[config.mk]
export PLATFORM = sky130hd
export DESIGN_NAME = audio_note_seq
export DESIGN_NICKNAME = d
export VERILOG_FILES = /design/src/rtl/audio_seq_pkg.sv /design/src/rtl/audio_seq_rom.sv /design/src/rtl/audio_note_seq.sv
export SDC_FILE = /design/constraint.sdc
export NUM_CORES = 1
export LEC_CHECK = 0
export CORE_ASPECT_RATIO = 1.5
export CORE_MARGIN = 10
export CORE_UTILIZATION = 42
export DETAILED_ROUTE_END_ITERATION = 10
export HOLD_SLACK_MARGIN = 0.06
export PLACE_DENSITY_LB_ADDON = 0.1
export SYNTH_ARGS = -nofsm -noshare
export SYNTH_HDL_FRONTEND = slang
export SYNTH_SLANG_ARGS = --single-unit
[constraint.sdc]
create_clock -name clk -period 4.19 [get_ports clk]
set_input_delay 0.419 -clock clk [delete_from_list [all_inputs] [get_ports clk]]
set_output_delay 0.419 -clock clk [all_outputs]
set_load 0.05 [all_outputs]
[src/rtl/audio_seq_pkg.sv]
// Shared types, note constants and default melody for the note sequencer.
// Used by audio_seq_rom and audio_note_seq (option macro: AUDIO_NOTE_SEQ_LOOP_EN).
package audio_seq_pkg;

    typedef enum logic [2:0] {
        S_IDLE = 3'd0,
        S_LOAD = 3'd1,
        S_PLAY = 3'd2,
        S_GAP  = 3'd3,
        S_DONE = 3'd4
    } state_e;

    typedef struct packed {
        logic [15:0] freq;
        logic [3:0]  dur;
    } note_t;

    localparam logic [15:0] NOTE_A4   = 16'd4723;
    localparam logic [15:0] NOTE_C5   = 16'd5617;
    localparam logic [15:0] NOTE_E5   = 16'd7077;
    localparam logic [15:0] NOTE_REST = 16'd0;

    // Sixteen-entry tune; larger tables repeat it.
    function automatic note_t melody(input logic [3:0] idx);
        note_t n;
        case (idx)
            4'd0:    n = '{NOTE_A4,   4'd2};
            4'd1:    n = '{NOTE_C5,   4'd1};
            4'd2:    n = '{NOTE_E5,   4'd0};
            4'd3:    n = '{NOTE_REST, 4'd3};
            4'd4:    n = '{NOTE_A4,   4'd1};
            4'd5:    n = '{NOTE_C5,   4'd2};
            4'd6:    n = '{NOTE_E5,   4'd1};
            4'd7:    n = '{NOTE_A4,   4'd1};
            4'd8:    n = '{NOTE_C5,   4'd1};
            4'd9:    n = '{NOTE_E5,   4'd2};
            4'd10:   n = '{NOTE_REST, 4'd1};
            4'd11:   n = '{NOTE_A4,   4'd1};
            4'd12:   n = '{NOTE_C5,   4'd1};
            4'd13:   n = '{NOTE_E5,   4'd1};
            4'd14:   n = '{NOTE_A4,   4'd2};
            default: n = '{NOTE_C5,   4'd4};
        endcase
        return n;
    endfunction

endpackage

[src/rtl/audio_seq_rom.sv]
// Synchronous-read note table holding the default melody.
// Part of audio_note_seq (option macro: AUDIO_NOTE_SEQ_LOOP_EN).
module audio_seq_rom
    import audio_seq_pkg::*;
#(
    parameter int NUM_STEPS = 16
) (
    input  logic                         clk,
    input  logic                         rstn,
    input  logic [$clog2(NUM_STEPS)-1:0] addr_i,
    output note_t                        data_o
);

    note_t data_q;

    always_ff @(posedge clk or negedge rstn) begin
        if (!rstn) begin
            data_q <= '0;
        end else begin
            data_q <= melody(4'(addr_i));
        end
    end

    assign data_o = data_q;

endmodule

[src/rtl/audio_note_seq.sv]
// Note-table sequencer driving a wave generator's frequency word and gate.
// Define AUDIO_NOTE_SEQ_LOOP_EN to add loop_i for endless playback.
module audio_note_seq
    import audio_seq_pkg::*;
#(
    parameter int NUM_STEPS = 16,
    parameter int FREQ_W    = 16,
    parameter int TEMPO_W   = 24
) (
    input  logic                         clk,
    input  logic                         rstn,
    input  logic                         start_i,
    input  logic                         stop_i,
`ifdef AUDIO_NOTE_SEQ_LOOP_EN
    input  logic                         loop_i,
`endif
    input  logic [TEMPO_W-1:0]           tempo_div_i,
    output logic [FREQ_W-1:0]            freq_o,
    output logic                         gate_o,
    output logic [$clog2(NUM_STEPS)-1:0] step_o,
    output logic                         busy_o,
    output logic                         done_o
);

    localparam int SW = $clog2(NUM_STEPS);
    localparam logic [SW-1:0] LAST = SW'(NUM_STEPS - 1);

    state_e              state_q, state_d;
    logic [SW-1:0]       step_q, step_d;
    logic [TEMPO_W-1:0]  tempo_q, tempo_d;
    logic [TEMPO_W-1:0]  cnt_q, cnt_d;
    logic [3:0]          nt_q, nt_d;
    note_t               note_q, note_d;
    logic [FREQ_W-1:0]   freq_q, freq_d;
    logic                gate_q, gate_d;
    logic                busy_q, busy_d;
    logic                done_q, done_d;

    note_t rom_q;
    note_t note_cur;
    logic  tick;
    logic  loop_w;
    logic [3:0] dur_last;

`ifdef AUDIO_NOTE_SEQ_LOOP_EN
    assign loop_w = loop_i;
`else
    assign loop_w = 1'b0;
`endif

    // Addressed with the next step so the entry is ready during LOAD.
    audio_seq_rom #(
        .NUM_STEPS(NUM_STEPS)
    ) u_rom (
        .clk   (clk),
        .rstn  (rstn),
        .addr_i(step_d),
        .data_o(rom_q)
    );

    assign tick     = (cnt_q == tempo_q);
    assign note_cur = (state_q == S_LOAD) ? rom_q : note_q;
    assign dur_last = (note_q.dur == 4'd0) ? 4'd0 : note_q.dur - 4'd1;

    always_comb begin
        state_d = state_q;
        step_d  = step_q;
        tempo_d = tempo_q;
        nt_d    = nt_q;
        note_d  = note_q;
        unique case (state_q)
            S_IDLE: begin
                if (start_i) begin
                    state_d = S_LOAD;
                    step_d  = '0;
                    tempo_d = tempo_div_i;
                end
            end
            S_LOAD: begin
                note_d  = rom_q;
                nt_d    = '0;
                state_d = S_PLAY;
            end
            S_PLAY: begin
                if (tick) begin
                    if (nt_q == dur_last) state_d = S_GAP;
                    else nt_d = nt_q + 4'd1;
                end
            end
            S_GAP: begin
                if (tick) begin
                    if (step_q != LAST) begin
                        step_d  = step_q + SW'(1);
                        state_d = S_LOAD;
                    end else if (loop_w) begin
                        step_d  = '0;
                        state_d = S_LOAD;
                    end else begin
                        state_d = S_DONE;
                    end
                end
            end
            S_DONE: begin
                step_d  = '0;
                state_d = S_IDLE;
            end
            default: begin
                step_d  = '0;
                state_d = S_IDLE;
            end
        endcase
        if (stop_i) begin
            state_d = S_IDLE;
            step_d  = '0;
        end
    end

    always_comb begin
        cnt_d = cnt_q + TEMPO_W'(1);
        if (tick || state_d != state_q ||
            !(state_q == S_PLAY || state_q == S_GAP)) begin
            cnt_d = '0;
        end
    end

    // LOAD keeps the previous word so the generator never glitches to 0.
    always_comb begin
        freq_d = '0;
        gate_d = 1'b0;
        busy_d = (state_d != S_IDLE);
        done_d = (state_d == S_DONE);
        unique case (state_d)
            S_PLAY: begin
                freq_d = FREQ_W'(note_cur.freq);
                gate_d = (note_cur.freq != 16'd0);
            end
            S_GAP:   freq_d = FREQ_W'(note_cur.freq);
            S_LOAD:  freq_d = freq_q;
            default: freq_d = '0;
        endcase
    end

    always_ff @(posedge clk or negedge rstn) begin
        if (!rstn) begin
            state_q <= S_IDLE;
            step_q  <= '0;
            tempo_q <= '0;
            cnt_q   <= '0;
            nt_q    <= '0;
            note_q  <= '0;
            freq_q  <= '0;
            gate_q  <= 1'b0;
            busy_q  <= 1'b0;
            done_q  <= 1'b0;
        end else begin
            state_q <= state_d;
            step_q  <= step_d;
            tempo_q <= tempo_d;
            cnt_q   <= cnt_d;
            nt_q    <= nt_d;
            note_q  <= note_d;
            freq_q  <= freq_d;
            gate_q  <= gate_d;
            busy_q  <= busy_d;
            done_q  <= done_d;
        end
    end

    assign freq_o = freq_q;
    assign gate_o = gate_q;
    assign step_o = step_q;
    assign busy_o = busy_q;
    assign done_o = done_q;

endmodule

# ---- Yosys cells after proc, flatten, opt, wreduce, memory -nomap -nowiden
# Memories as Yosys holds them, arrays and structs flattened. A register that Yosys moved wholly into a read port is not among the register bits.
# Cells that the tools add are included.
dict set report classes {
  eq_ne 13
  n_reduce_logical 14
  addsub 4
  shift 0
  bitwise 0
  div_mod_pow 0
  n_mul 0
  magnitude_cmp 0
  n_mux 20
}
# op count
set ops {}
lappend ops {{16-bit case mux with 2 select lines} 1}
lappend ops {{4-bit two-way mux} 7}
lappend ops {{24-bit by 1-bit adder with 24-bit output (second input constant)} 1}
lappend ops {{24-bit equality test} 1}
lappend ops {{24-bit two-way mux} 1}
lappend ops {{20-bit two-way mux} 1}
lappend ops {{3-bit two-way mux} 6}
lappend ops {{16-bit nonzero test} 1}
lappend ops {{3-bit by 2-bit equality test with 1-bit output (second input constant)} 4}
lappend ops {{3-bit case mux with 4 select lines} 1}
lappend ops {{4-bit case mux with 3 select lines} 1}
lappend ops {{4-bit by 1-bit adder with 4-bit output (second input constant)} 2}
lappend ops {{4-bit case mux with 2 select lines} 1}
lappend ops {{3-bit by 1-bit equality test with 1-bit output (second input constant)} 2}
lappend ops {{4-bit equality test} 1}
lappend ops {{4-bit logical NOT} 1}
lappend ops {{2-bit inequality test (second input constant)} 2}
lappend ops {{4-bit inequality test (second input constant)} 1}
lappend ops {{2-bit OR reduction} 2}
lappend ops {{4-bit by 1-bit subtractor with 4-bit output (second input constant)} 1}
lappend ops {{3-bit equality test (second input constant)} 1}
lappend ops {{3-bit logical NOT} 1}
lappend ops {{1-bit logical OR} 3}
lappend ops {{3-bit inequality test} 1}
lappend ops {{6 further kinds} 7}
dict set report totals {
  latchBits 0
  word_cells 65
  out_inout_bits 23
  ff_bits 118
  ram_bits 0
  romBits 240
  n_memories 1
  inputBits 28
}
# memory depth word_bits read_ports rd_clocked_by_memory_dff write_ports line
set memory_table {}
lappend memory_table {{(no name shown)} 16 15 1 1 0 audio_seq_pkg.sv:26} ;# case (idx)

# ---- Longest topological paths before layout
dict set report depth {
  ltp_word 11
  ltp_mapped 12
  ltp_nobuf 11
}

# ---- Hierarchy
# From an unflattened synthesis, not the netlist that was laid out.
dict set report unflattened {
  hier_cells 481
  area_unflattened_um2 5330.1
}
# module cells_each area_per_inst_um2 n_inst seq_area_each_um2
set modules_own_cells {}
lappend modules_own_cells {audio_note_seq 418 4687.0 1 2452.4}
lappend modules_own_cells {audio_seq_rom 63 643.1 1 250.2}

# ---- Least setup slack after synthesis
# OpenSTA, ideal clock, no wires.
dict set report synth_path {
  kind {reg-to-reg}
  start {register cnt_q[19]}
  end {register, netlist name u_rom.data_o[13]}
  path_slack_ns 1.273
  path_stages_with_launch 12
  synth_period_minus_slack_ns 2.917
  n_path_buf 2
  arrival_time_ns 2.831
  setup_ns 0.086
  required_time_ns 4.104
  cell_sequence {dfrtp_1 > clkbuf_1 > xor2_1 > nor4_1 > nand4_1 > buf_2 > or2_2 > o21ai_0 > inv_1 > ha_1 > a32o_1 > a32oi_1}
}
dict set report synth_between {
  elab_chain_len 4
}
# element line
set synth_rtl {}
lappend synth_rtl {{from (decl)} audio_note_seq.sv:31} ;# logic [TEMPO_W-1:0] cnt_q, cnt_d;
lappend synth_rtl {{from (signal assigned)} audio_note_seq.sv:159} ;# cnt_q <= cnt_d;
lappend synth_rtl {{24-bit equality test} audio_note_seq.sv:61} ;# assign tick = (cnt_q == tempo_q);
lappend synth_rtl {{4-bit two-way mux} audio_note_seq.sv:91} ;# if (tick) begin
lappend synth_rtl {{4-bit case mux with 3 select lines} audio_note_seq.sv:71} ;# unique case (state_q)
lappend synth_rtl {{4-bit two-way mux} audio_note_seq.sv:112} ;# if (stop_i) begin
lappend synth_rtl {{named net step_d[1]} audio_note_seq.sv:29} ;# logic [SW-1:0] step_q, step_d;
# The timed path passes the listed nets, and every way through them passes these cells.
# A chain may end at the register's enable or synchronous reset.

# ---- Worst setup path in the final report
dict set report layout_path {
  start {register cnt_q[0]}
  end {register, netlist name u_rom.data_o[13]}
}
dict set report layout_between {
  elab_chain_len 4
}
# element line
set layout_rtl {}
lappend layout_rtl {{24-bit equality test} audio_note_seq.sv:61}
lappend layout_rtl {{4-bit two-way mux} audio_note_seq.sv:91}
lappend layout_rtl {{4-bit case mux with 3 select lines} audio_note_seq.sv:71}
lappend layout_rtl {{4-bit two-way mux} audio_note_seq.sv:112}
lappend layout_rtl {{named net step_d[0]} audio_note_seq.sv:29}
# The timed path passes the listed nets, and every way through them passes these cells.

==> flow_metrics.py <==
metrics = {
    "final_layout": {
        "nNetsFinal": 535,
        "drive_gt1_share_pct": 11.8,
        "diodes": 0,
        "fin_util_pct": 51.5,
        "area_growth_pct": 19.3,
        "fillers": 1045,
    },
    "yosys": {
        "yosysTopAreaCell": "dfrtp_1",
        "synth_common_cells": "107 x dfrtp_1, 43 x xor2_1, 36 x nor2_1, 28 x mux2_2, 27 x nand2_1",
        "syn_area_sq_um": 5010,
        "synthMuxAreaShare_pct": 8.09,
        "yosysSeqAreaShare_pct": 53.5,
        "synth_xor_area_share_pct": 8.39,
        "synth-compound-area-share_pct": 9.07,
        "synthFlopType": "dfrtp_1",
        "synthSimpleGateAreaFrac_pct": 14.9,
        "ys_ff_latch": 107,
        "syn-num-nets": 487,
        "synth_area_leaders": "dfrtp_1 53%, xor2_1 7.5%, mux2_2 6.3%",
        "synth.top_cell.area_share_pct": 53.5,
        "synth_top_family_by_area": "simple AND/OR/NAND/NOR gates",
        "synth_fa_ha_area_share_pct": 2.75,
        "yosysWarnings": 0,
        "yosysMostFrequentCell": "dfrtp_1",
        "ys_types": 50,
        "synth-edff-count": 0,
        "synthArstFlopShare_pct": 100,
        "synthCells": 448,
        "avgSynthCellArea_sq_um": 11.2,
    },
    "timing": {
        "max_clock_freq_mhz": 306,
        "finalCriticalPeriod_ns": 3.27,
        "max_slew_margin_pct": 32.4,
        "tightest_slew_ns": 1.01,
        "fin_skew_ns": 0.00807,
        "hold_violations": 0,
        "hold_slack_ns": 0.249,
        "setup-tns-final_ns": 0,
        "rsz0062_at_grt": "no",
        "maxSlewViolCount": 0,
        "period_share_pct": 78.1,
        "setup_violations": 0,
    },
    "drt": {
        "drt-total-wl_microns": 10700,
        "vias": 3442,
        "dr.pass1.iters": 4,
        "postRouteAntennaNets": 0,
        "vias_per_cell": 5.29,
        "wire_per_inst_microns": 16.4,
        "drt_iter0_drc": 55,
        "drc_errors": 0,
    },
    "clocking": {
        "cts-resized-gates": 0,
        "htreeDepth": 3,
        "cts_buffers": 9,
        "cts.clk_slew.worst_paths_ns": 0.07,
        "cts_root_buf": "clkbuf_16",
        "clkSinkCount": 107,
        "clk_latency_ns": 0.35,
        "cts_hold_buffers": 0,
        "cts_setup_buffers": 0,
        "cts_tree": "built",
        "clk_path_buf_depth": 2,
    },
    "place": {
        "gp_congestion": 0.837,
        "dpl.hpwl_microns": 7800,
        "portBuffers": 50,
    },
    "setup_path": {
        "end_kind": "flop",
        "r2r_start": "cnt_q[0]$_DFF_PN0_",
        "required_ns": 4.45,
        "crit_chain": "xor2_1 > nor4_1 > nand4_1 > o311a_1 > a31oi_1 > a21oi_1 > ha_1 > a32o_1 > a32oi_1",
        "max_stage_delay_ns": 0.52,
        "slowest_stage": "nand4_1",
        "rr_worst_depth": 9,
        "cp_max_fo": 11,
        "crit_family": "compound AO/OA/AOI/OAI gates",
        "reg2reg_to": "u_rom.data_o[13]$_DFF_PN0_",
        "startpoint_type": "flop",
        "path_buf_inv": 0,
        "path_class": "flop to flop",
        "arrival_ns": 3.53,
        "rrSetupSlack_ns": 0.92,
    },
    "die": {
        "dieArea_sq_um": 16800,
        "initial_core_util_pct": 43.2,
        "die_w_microns": 109,
        "dieHeight_microns": 154,
        "core_area_sq_um": 11600,
        "rows": 48,
        "io_pins": 51,
    },
    "global_routing": {
        "grt_usage_pct": 13.6,
        "grt_max_degree": 81,
        "grt_pass1_wl_microns": 18200,
        "grt_pass1_vias": 3701,
        "grt-ovfl-total": 0,
        "antenna_found_initial": 0,
    },
    "power_and_ir_drop": {
        "ir_drop_v": 0.000166,
        "power_density_nw_per_um2": 397,
        "leakage_nw": 2.65,
        "combPwrFrac_pct": 12.5,
        "switchingPower_mw": 0.602,
        "seq_power_share_pct": 48.7,
        "clockPowerShare_pct": 38.8,
        "p_sw_share_pct": 25.4,
        "intPower_mw": 1.77,
    },
    "run": {
        "drv_cap": 0,
    },
    "run_status": {
        "status": "finished clean",
    },
    "worst_hold_path": {
        "hp-class": "primary input to async pin",
    },
}
per-layer routing:
metal | GRT usage [%] | part of all wire (%) | up-vias
met5 | 0 | 0 | -
met4 | 5.42 | 2.0 | 0
met3 | 2.76 | 3.5 | 18
met2 | 24.6 | 55 | 64
met1 | 14.6 | 39 | 1701
li1 | - | - | 1659
cell usage in the layout (no fill, tap or decap), drive strengths merged, types with 2 or more instances in the layout:
cell,n
nor3,7
clkbuf,9
xor2,43
o31ai,3
nand4,9
o21ai,6
and3,9
a32o,2
nor2,36
nand2,27
and2,10
ha,11
inv,26
dfrtp,107
a21oi,15
xnor2,5
clkinv,3
a211oi,2
or3,6
nor3b,5
a22o,16
nand2b,3
nor4,10
clkdlybuf4s50,49
mux2i,9
bufinv,2
or2,3
mux2,28
a2111o,2
buf,5
o31a,4
nand3,16
through the flow:
stage               worst slack (ns)  instance area [sq um]  total power, mW  cells
finish                         0.917                   5970             2.37    651
global route                   0.640                   5970             2.48    651
CTS                            0.924                   5970             2.41    651
detailed placement             0.950                   5650             1.48    635
global placement               0.993                   5650             1.47    635
floorplan                       1.27                   5010             1.36    448
logic make-up after synthesis:
family,count (synthesis)
xor+xnor,48
fa+ha+maj,11
simple gates,144
flops,107
buf+inv,41
compound gates,60
mux,37
how the worst max path moves through the flow:
stage	from	endpoint	slack (ns)	cells after the start
finish	cnt_q[0]$_DFF_PN0_	u_rom.data_o[13]$_DFF_PN0_	0.92	9
global route	cnt_q[0]$_DFF_PN0_	u_rom.data_o[1]$_DFF_PN0_	0.64	10
CTS	cnt_q[0]$_DFF_PN0_	u_rom.data_o[13]$_DFF_PN0_	0.92	9
detailed placement	cnt_q[0]$_DFF_PN0_	u_rom.data_o[14]$_DFF_PN0_	0.95	9
global placement	cnt_q[0]$_DFF_PN0_	u_rom.data_o[14]$_DFF_PN0_	0.99	9
floorplan	cnt_q[19]$_DFF_PN0_	u_rom.data_o[13]$_DFF_PN0_	1.27	11
final cells by class:
type	count	area, sq um	share of cell area, %
multi-input combinational	300	2170	36.3
inverter	24	90.1	1.51
clock buffer	9	225	3.77
tap	150	188	3.14
sequential	107	2680	44.8
clock inverter	7	98.8	1.65
timing repair buffer	54	528	8.84
power groups by stage:
stage	sequential, mW	combinational [mW]	clock, mW
CTS	1.16	0.306	0.945
floorplan	1.19	0.164	0
detailed placement	1.18	0.304	0
global route	1.17	0.331	0.982
global placement	1.17	0.301	0
finish	1.15	0.296	0.919
registers in the layout, summed over array words and instances (netlist names), 3 cells and up:
signal        cells
cnt_q            24
tempo_q          24
note_q           19
freq_o           16
u_rom.data_o     10
nt_q              4
step_o            4
state_q           3
No activity file was read; power rests on OpenSTA's default activity.
==> edit (same flow settings) <==
Remove the register `done_q`: a continuous assignment takes its place, so the output `done_o` follows one clock earlier.
--- a/src/rtl/audio_note_seq.sv
+++ b/src/rtl/audio_note_seq.sv
@@ -151,7 +151,6 @@
             freq_q  <= '0;
             gate_q  <= 1'b0;
             busy_q  <= 1'b0;
-            done_q  <= 1'b0;
         end else begin
             state_q <= state_d;
             step_q  <= step_d;
@@ -162,9 +161,10 @@
             freq_q  <= freq_d;
             gate_q  <= gate_d;
             busy_q  <= busy_d;
-            done_q  <= done_d;
         end
     end
+
+    assign done_q = done_d;
 
     assign freq_o = freq_q;
     assign gate_o = gate_q;
Behaviour: no difference found for any inputs over 10 cycles, from zero or initial values and one cycle with rstn low; that may be too few to reach the edited logic, so the function may still have changed.
==> edit against the unedited design <==
- register-to-register slack lost 170 ps
- critical path depth down 3
- sequential cell count is 1 lower
- final cell count is 0.15% lower
- worst setup slack lost 420 ps
- wire length up 0.25%
- cell area is 0.80% lower
- total power is 3.3% lower
- first-iteration DRC count rose by 80%
- synthesized area fell by 0.50%
- largest cell class unchanged
- highest routed layer unchanged
==> edit: results <==
set metrics [dict create \
    crit_arrival_ps 3270 \
    grtUsageTotal 0.1361 \
    cts_root_buffer "clkbuf_16" \
    antenna_found_initial 0 \
    htree_levels 3 \
    wl_met1_mm 4.243 \
    dr_wl_met3_um 384 \
    wl_met2_mm 5.913 \
    min_path_type "primary input to asynchronous set/reset pin" \
    grt_pass1_wl_mm 18.33 \
    nets 534 \
    ys_top_cells_by_count "106 x dfrtp_1, 43 x xor2_1, 36 x nor2_1" \
    peakVddDrop_uv 175.1 \
    diodes 0 \
    cp_top_family "simple AND/OR/NAND/NOR gates" \
    synthAdderAreaFrac 0.02762 \
    cts_buffers 9 \
    largestRegisters "cnt_q x24, tempo_q x24, note_q x19" \
    grt_max_degree 76 \
    avgSynthCellArea_um2 11.15 \
    pre_cts_ws_ps 863.2 \
    drt_iter0_drc 99 \
    place_area_um2 5624 \
    dp_hpwl_mm 7.803 \
    portBuffers 50 \
    syn_nets 486 \
    wirelength_mm 10.71 \
    critPathSlowestCell "clkdlybuf4s50_1" \
    gr-usage-met2 0.2485 \
    yosysSeqAreaShare 0.5323 \
    p_leak_nw 2.615 \
    synth_compound_area_frac 0.09114 \
    gr-usage-met3 0.02483 \
    vias_per_cell 5.288 \
    drive_above_1_share 0.1180 \
    synthXorXnorAreaFrac 0.08436 \
    synthMuxAreaShare 0.08135 \
    gp_congestion 0.8467 \
    maxSlewHeadroom 0.3670 \
    synth.area.top_cells "dfrtp_1 53%, xor2_1 7.6%, mux2_2 6.3%" \
    holdBufCountCts 0 \
    finalClockSkew_ps 5.817 \
    wl_per_cell_um 16.47 \
    cts_resized 0 \
    slowest_delay_ps 810 \
    grt_pass1_vias 3638 \
    fillers 1057 \
    dp.cells 634 \
    outcome "completed" \
    grt_use_met1 0.1498 \
]
==> edit: cell types whose count changed in the layout (fill, tap and decap cells not counted), sizes merged <==
cell      delta
clkinvlp     +2
clkinv       -1
dfrtp        -1
bufinv       -1
==> edit: area by class of cell <==
| cell class | count | area, um2 | area share |
|---|---|---|---|
| Clock inverter | 7 | 76.32 | 0.01288 |
| Multi-Input combinational cell | 300 | 2166 | 0.3655 |
| Clock buffer | 9 | 225.2 | 0.03801 |
| Sequential cell | 106 | 2653 | 0.4476 |
| Inverter | 24 | 90.09 | 0.01520 |
| Timing Repair Buffer | 54 | 528.0 | 0.08910 |
| Tap cell | 150 | 187.7 | 0.03167 |
==> edit: cells by family after synthesis <==
family                     Yosys count
buffers and inverters               41
adders and majority gates           11
muxes                               37
xor gates and xnor gates            48
and+or+nand+nor                    144
DFF                                106
AOI/OAI and AO/OA                   60
==> edit: power by group <==
part / leakage (nW) / switching, mW / internal (mW)
Clock: 0.142 / 0.383 / 0.468
Sequential: 1.37 / 0.0510 / 1.10
Combinational: 1.11 / 0.160 / 0.133
Total: 2.62 / 0.595 / 1.70
==> edit: path summary, 6_finish.rpt <==
kind,start,endpoint,slack (ps),depth (start not counted)
worst min register to register,u_rom.data_o[1]$_DFF_PN0_,note_q[1]$_DFFE_PN0P_,440,2
min in group clk,u_rom.data_o[1]$_DFF_PN0_,note_q[1]$_DFFE_PN0P_,440,2
worst max register to register,cnt_q[8]$_DFF_PN0_,u_rom.data_o[13]$_DFF_PN0_,750,9
worst min-delay path,rstn,nt_q[2]$_DFFE_PN0P_,220,1
max in group asynchronous,rstn,tempo_q[18]$_DFFE_PN0P_,2990,2
worst max-delay path,cnt_q[8]$_DFF_PN0_,done_o,500,6
